$ cat config.mk
export PLATFORM = sky130hd
export DESIGN_NAME = jtkcpu_irqctl
export DESIGN_NICKNAME = d
export VERILOG_FILES = /design/src/rtl/jtkcpu_irq_pkg.sv /design/src/rtl/jtkcpu_irqsync.sv /design/src/rtl/jtkcpu_irqctl.sv
export SDC_FILE = /design/constraint.sdc
export NUM_CORES = 1
export LEC_CHECK = 0
export BUFFER_PORTS_ARGS = -buffer_cell sky130_fd_sc_hd__buf_2
export CAP_MARGIN = 20
export CORE_MARGIN = 5
export CORE_UTILIZATION = 40
export CTS_CLUSTER_DIAMETER = 150
export DETAILED_ROUTE_END_ITERATION = 7
export PLACE_DENSITY = 0.71
export SLEW_MARGIN = 20
export SYNTH_ARGS = -nofsm -noshare
export SYNTH_HDL_FRONTEND = slang
export SYNTH_SLANG_ARGS = --single-unit
$ cat constraint.sdc
create_clock -name clk -period 1.3 [get_ports clk]
set_input_delay 0.26 -clock clk [delete_from_list [all_inputs] [get_ports clk]]
set_output_delay 0.26 -clock clk [all_outputs]
set_load 0.005 [all_outputs]
$ cat src/rtl/jtkcpu_irq_pkg.sv
// KCPU interrupt sequencer shared definitions: one-hot source codes,
// sequencer states and the NMI > FIRQ > IRQ priority pick.
package jtkcpu_irq_pkg;

    localparam logic [3:0] INT_NONE = 4'b0000;
    localparam logic [3:0] INT_RST  = 4'b1000;
    localparam logic [3:0] INT_NMI  = 4'b0100;
    localparam logic [3:0] INT_FIRQ = 4'b0010;
    localparam logic [3:0] INT_IRQ  = 4'b0001;

    typedef enum logic [1:0] {
        IRQ_IDLE   = 2'd0,
        IRQ_ENTRY  = 2'd1,
        IRQ_VECTOR = 2'd2
    } irq_state_t;

    function automatic logic [3:0] irq_pick(
        input logic nmi,
        input logic firq,
        input logic irq
    );
        logic [3:0] sel;
        sel = INT_NONE;
        priority case (1'b1)
            nmi:     sel = INT_NMI;
            firq:    sel = INT_FIRQ;
            irq:     sel = INT_IRQ;
            default: sel = INT_NONE;
        endcase
        return sel;
    endfunction

endpackage

$ cat src/rtl/jtkcpu_irqsync.sv
// Two-stage synchronizer for the NMI/FIRQ/IRQ pins, used only when
// JTKCPU_IRQSYNC_EN is defined. Free-running on clk, resets to idle-high.
module jtkcpu_irqsync (
    input  logic       rst,
    input  logic       clk,
    input  logic [2:0] i_din,
    output logic [2:0] o_dout
);

    logic [2:0] r_s1;
    logic [2:0] r_s2;

    always_ff @(posedge clk or posedge rst) begin
        if (rst) begin
            r_s1 <= 3'b111;
            r_s2 <= 3'b111;
        end else begin
            r_s1 <= i_din;
            r_s2 <= r_s1;
        end
    end

    assign o_dout = r_s2;

endmodule

$ cat src/rtl/jtkcpu_irqctl.sv
// KCPU interrupt sequencer: NMI edge capture, FIRQ/IRQ masking, priority,
// entry/vector handshake. Define JTKCPU_IRQSYNC_EN to synchronize the pins.
module jtkcpu_irqctl
    import jtkcpu_irq_pkg::*;
#(
    parameter bit NMI_ARM_RST = 1'b0
) (
    input  logic       rst,
    input  logic       clk,
    input  logic       cen,
    input  logic       nmi_n,
    input  logic       firq_n,
    input  logic       irq_n,
    input  logic       cc_i,
    input  logic       cc_f,
    input  logic       ni,
    input  logic       int_en,
    input  logic       nmi_arm,
    input  logic       set_fake,
    output logic       take,
    output logic [3:0] cur_int,
    output logic [3:0] intvec,
    output logic       intsrv,
    output logic       irq_bsy
);

    logic       w_nmi_n;
    logic       w_firq_n;
    logic       w_irq_n;

`ifdef JTKCPU_IRQSYNC_EN
    logic [2:0] w_sync;

    jtkcpu_irqsync u_sync (
        .rst    (rst),
        .clk    (clk),
        .i_din  ({nmi_n, firq_n, irq_n}),
        .o_dout (w_sync)
    );

    assign {w_nmi_n, w_firq_n, w_irq_n} = w_sync;
`else
    assign {w_nmi_n, w_firq_n, w_irq_n} = {nmi_n, firq_n, irq_n};
`endif

    irq_state_t r_state;
    irq_state_t w_nxt_state;
    logic [3:0] r_cur_int;
    logic [3:0] w_nxt_cur;
    logic       r_take;
    logic       w_nxt_take;
    logic       r_bsy;
    logic       w_nxt_bsy;
    logic       w_clr_nmi;
    logic       w_clr_fake;

    logic       r_nmi_l;
    logic       r_nmi_armed;
    logic       r_nmi_pend;
    logic       r_fake;

    logic       w_nmi_edge;
    logic       w_firq_req;
    logic       w_irq_req;
    logic       w_intsrv;
    logic [3:0] w_pick;

    // An edge seen while unarmed is lost; arming only counts from next cycle
    assign w_nmi_edge = !w_nmi_n && r_nmi_l && r_nmi_armed;
    assign w_firq_req = !w_firq_n && !cc_f;
    assign w_irq_req  = (!w_irq_n || r_fake) && !cc_i;
    assign w_intsrv   = r_nmi_pend || w_firq_req || w_irq_req;
    assign w_pick     = irq_pick(r_nmi_pend, w_firq_req, w_irq_req);

    always_comb begin
        w_nxt_state = r_state;
        w_nxt_cur   = r_cur_int;
        w_nxt_take  = 1'b0;
        w_nxt_bsy   = r_bsy;
        w_clr_nmi   = 1'b0;
        w_clr_fake  = 1'b0;
        unique case (r_state)
            IRQ_IDLE: begin
                if (ni) begin
                    if (w_intsrv) begin
                        w_nxt_state = IRQ_ENTRY;
                        w_nxt_cur   = w_pick;
                        w_nxt_take  = 1'b1;
                        w_nxt_bsy   = 1'b1;
                        w_clr_nmi   = (w_pick == INT_NMI);
                        w_clr_fake  = (w_pick == INT_IRQ);
                    end else begin
                        w_nxt_cur = INT_NONE;
                    end
                end
            end
            IRQ_ENTRY: begin
                if (int_en) begin
                    w_nxt_state = IRQ_VECTOR;
                end
            end
            IRQ_VECTOR: begin
                if (!int_en) begin
                    w_nxt_state = IRQ_IDLE;
                    w_nxt_cur   = INT_NONE;
                    w_nxt_bsy   = 1'b0;
                end
            end
            default: begin
                w_nxt_state = IRQ_IDLE;
                w_nxt_cur   = INT_NONE;
                w_nxt_bsy   = 1'b0;
            end
        endcase
    end

    // Reset enters the same ENTRY->VECTOR path with the reset vector selected
    always_ff @(posedge clk or posedge rst) begin
        if (rst) begin
            r_state   <= IRQ_ENTRY;
            r_cur_int <= INT_RST;
            r_take    <= 1'b0;
            r_bsy     <= 1'b0;
        end else if (cen) begin
            r_state   <= w_nxt_state;
            r_cur_int <= w_nxt_cur;
            r_take    <= w_nxt_take;
            r_bsy     <= w_nxt_bsy;
        end
    end

    always_ff @(posedge clk or posedge rst) begin
        if (rst) begin
            r_nmi_l     <= 1'b1;
            r_nmi_armed <= NMI_ARM_RST;
            r_nmi_pend  <= 1'b0;
            r_fake      <= 1'b0;
        end else if (cen) begin
            r_nmi_l <= w_nmi_n;
            if (nmi_arm) begin
                r_nmi_armed <= 1'b1;
            end
            if (w_nmi_edge) begin
                r_nmi_pend <= 1'b1;
            end else if (w_clr_nmi) begin
                r_nmi_pend <= 1'b0;
            end
            if (set_fake) begin
                r_fake <= 1'b1;
            end else if (w_clr_fake) begin
                r_fake <= 1'b0;
            end
        end
    end

    assign take    = r_take;
    assign cur_int = r_cur_int;
    assign irq_bsy = r_bsy;
    assign intsrv  = w_intsrv;
    assign intvec  = r_cur_int & {4{int_en}};

endmodule

==> impl_metrics.toml <==
[clocking]
cts_tree = "built"
clock-root-buffer = "clkbuf_4"
path_clk_slew_ps = 70
clk_path_buf_depth = 2
clk_latency_ps = 280
cts_inserted_buffers = 3
cts_max_level = 1
clock-sinks = 12

[pwr]
vdd_drop_max_uv = 770
power_uw = 1440
leakagePower_uw = 0.000446
power_density_mw_per_mm2 = 1730

[sta]
worstMarginPinSlew_ps = 453
fin_worst_skew_ps = 5.64
relSlewSlack = 0.697
finalMaxSlewViolations = 0
max_freq_ghz = 0.655
setup-tns-final_ps = -255
period_needed_ps = 1530
rsz0062_at_grt = "yes"
finalSetupViolations = 3
setup_slack_ps = -228
min_period_over_period = 1.18
hold_viol = 0

[yosys]
yosys_most_used_dff = "dfrtp_1"
synth_cells = 55
netlist_area_sq_um = 563
syn-num-nets = 67
async_flop_share = 1.00
yosysTopAreaCell = "dfrtp_1"
synth_edf_count = 0
ys_seq_area_frac = 0.540
syn_avg_cell_area_sq_um = 10.2
yosys_warnings = 0
ys_seq_elements = 12
ys_top_cells_by_count = "9 x dfrtp_1, 8 x inv_1, 6 x o21ai_0, 5 x nand2_1, 4 x and2_1"
netlist.area_leader.share = 0.400
yosysMostFrequentCell = "dfrtp_1"
synth_area_leaders = "dfrtp_1 40%, dfstp_2 14%, o21ai_0 5.3%"
ys_types = 23

[worst_hold_path]
hp-class = "input pin to flop"

[final_layout]
finalNetCount = 102
final_area_sq_um = 831
final_layout_size_suffix_gt1_frac = 0.517
stdcell_count = 104
syn2layout_area_growth_pct = 47.6
antenna_cells = 0

[global_route]
grt-ovfl-total = 0
grt_pass1_wl_mm = 2.05
grt_pass1_vias = 507
grt_start_max_net_pins = 13
antenna_found_initial = 0
grt_usage = 0.133

[worst_setup_path]
cp-start-kind = "flop"
arrival_ps = 1270
worstSetupPathType = "flop to primary output"
worstPathRequired_ps = 1040
end_kind = "primary output"
crit_fanout = 2

[drt]
drtAntennaViolNets = 0
drt-total-wl_mm = 1.36
dr.pass1.iters = 2
via_count = 503
via_per_inst = 4.84
route.detailed.drc = 0
drt-initial-drc-count = 1
drt-wirelength-per-cell_um = 13.0

[run]
maxCapViolations = 0

[floorplan]
core_sq_mm = 0.00132
die_area_sq_mm = 0.00226
die_w_um = 47.5
io_pins = 23
dieHeight_um = 47.5
rows = 13
start_util = 0.427

[place]
dp_hpwl_mm = 1.00
placed_cell_area_sq_um = 729
port_buffers = 22
dp_cells = 97
gp_congestion = 0.770

[status]
status = "finished, violations left"
violations = "setup timing"
==> stage by stage <==
stage | setup slack (ps) | util | hold slack [ps]
after floorplan | 5.62 | - | 123
after global placement | 27.0 | 0.554 | 282
after detailed placement | -33.9 | 0.554 | 289
after CTS | -236 | 0.617 | 185
after global routing | -291 | 0.631 | 193
final | -228 | 0.631 | 183
==> sequential cells by signal (all words and copies together) (netlist names) <==
register,count
r_nmi_l,1
r_state,2
r_nmi_armed,1
take,1
r_nmi_pend,1
cur_int,4
r_fake,1
irq_bsy,1
==> report_power, final <==
group,total (uW),switching (uW),leakage (uW),internal (uW)
Clock,303,133,0.0000210,171
Combinational,554,274,0.000286,280
Sequential,581,82.4,0.000138,499
Total,1440,489,0.000446,949
==> area by class of cell <==
type	instances	area [sq um]
tap	15	18.8
timing repair buffer	31	180
clock buffer	4	36.3
fill	108	487
inverter	8	30.0
multi-input combinational	34	262
sequential	12	304
==> worst paths after layout <==
| kind | slack [ps] | cells after the start | to | start |
|---|---|---|---|---|
| worst max-delay path | -230 | 4 | intsrv | r_fake |
| worst min-delay path | 180 | 2 | r_nmi_armed | nmi_arm |
| worst max register to register | -20 | 4 | r_fake | r_state[0] |
| worst min register to register | 460 | 1 | r_nmi_armed | r_nmi_armed |
| max in group asynchronous | 440 | 3 | r_nmi_l | rst |
| min in group asynchronous | 520 | 3 | cur_int[1] | rst |
==> cells by family (layout without fill, tap and decap cells) <==
family	Yosys count	in the layout	share of synthesized area
compound gates	12	12	0.136
buf+inv	9	43	0.0667
flops	12	12	0.540
mux	1	1	0.0200
simple gates	21	21	0.238
==> worst max-delay path, cell delays in order (launching register included) <==
cell and delay [ps]:
dfrtp_1 400, inv_1 70, a21oi_2 60, or3_1 330
buf_2 130
==> placed cells by master (no fill, tap or decap), types with 3 or more instances in the layout <==
cell,netlist,layout
dfstp_2,3,3
buf_2,0,22
dfrtp_1,9,9
clkbuf_4,0,3
o21ai_0,6,3
and2_1,4,4
inv_1,8,8
nand2_1,5,5
buf_4,1,8
==> metal layers <==
metal / GRT usage / share of wire
met3: 0.0376 / 0.067
met4: 0.0663 / 0.021
met5: 0 / 0
met1: 0.164 / 0.44
met2: 0.211 / 0.47
==> what timing repair did <==
item,in CTS,in global routing
resized for setup,4,6
pin swaps,3,1
hold endpoints to repair,9,0
hold buffers,1,0
endpoints found under the setup margin,3,6
buffers inserted,2,0
Power figures use the tool's default switching activity.
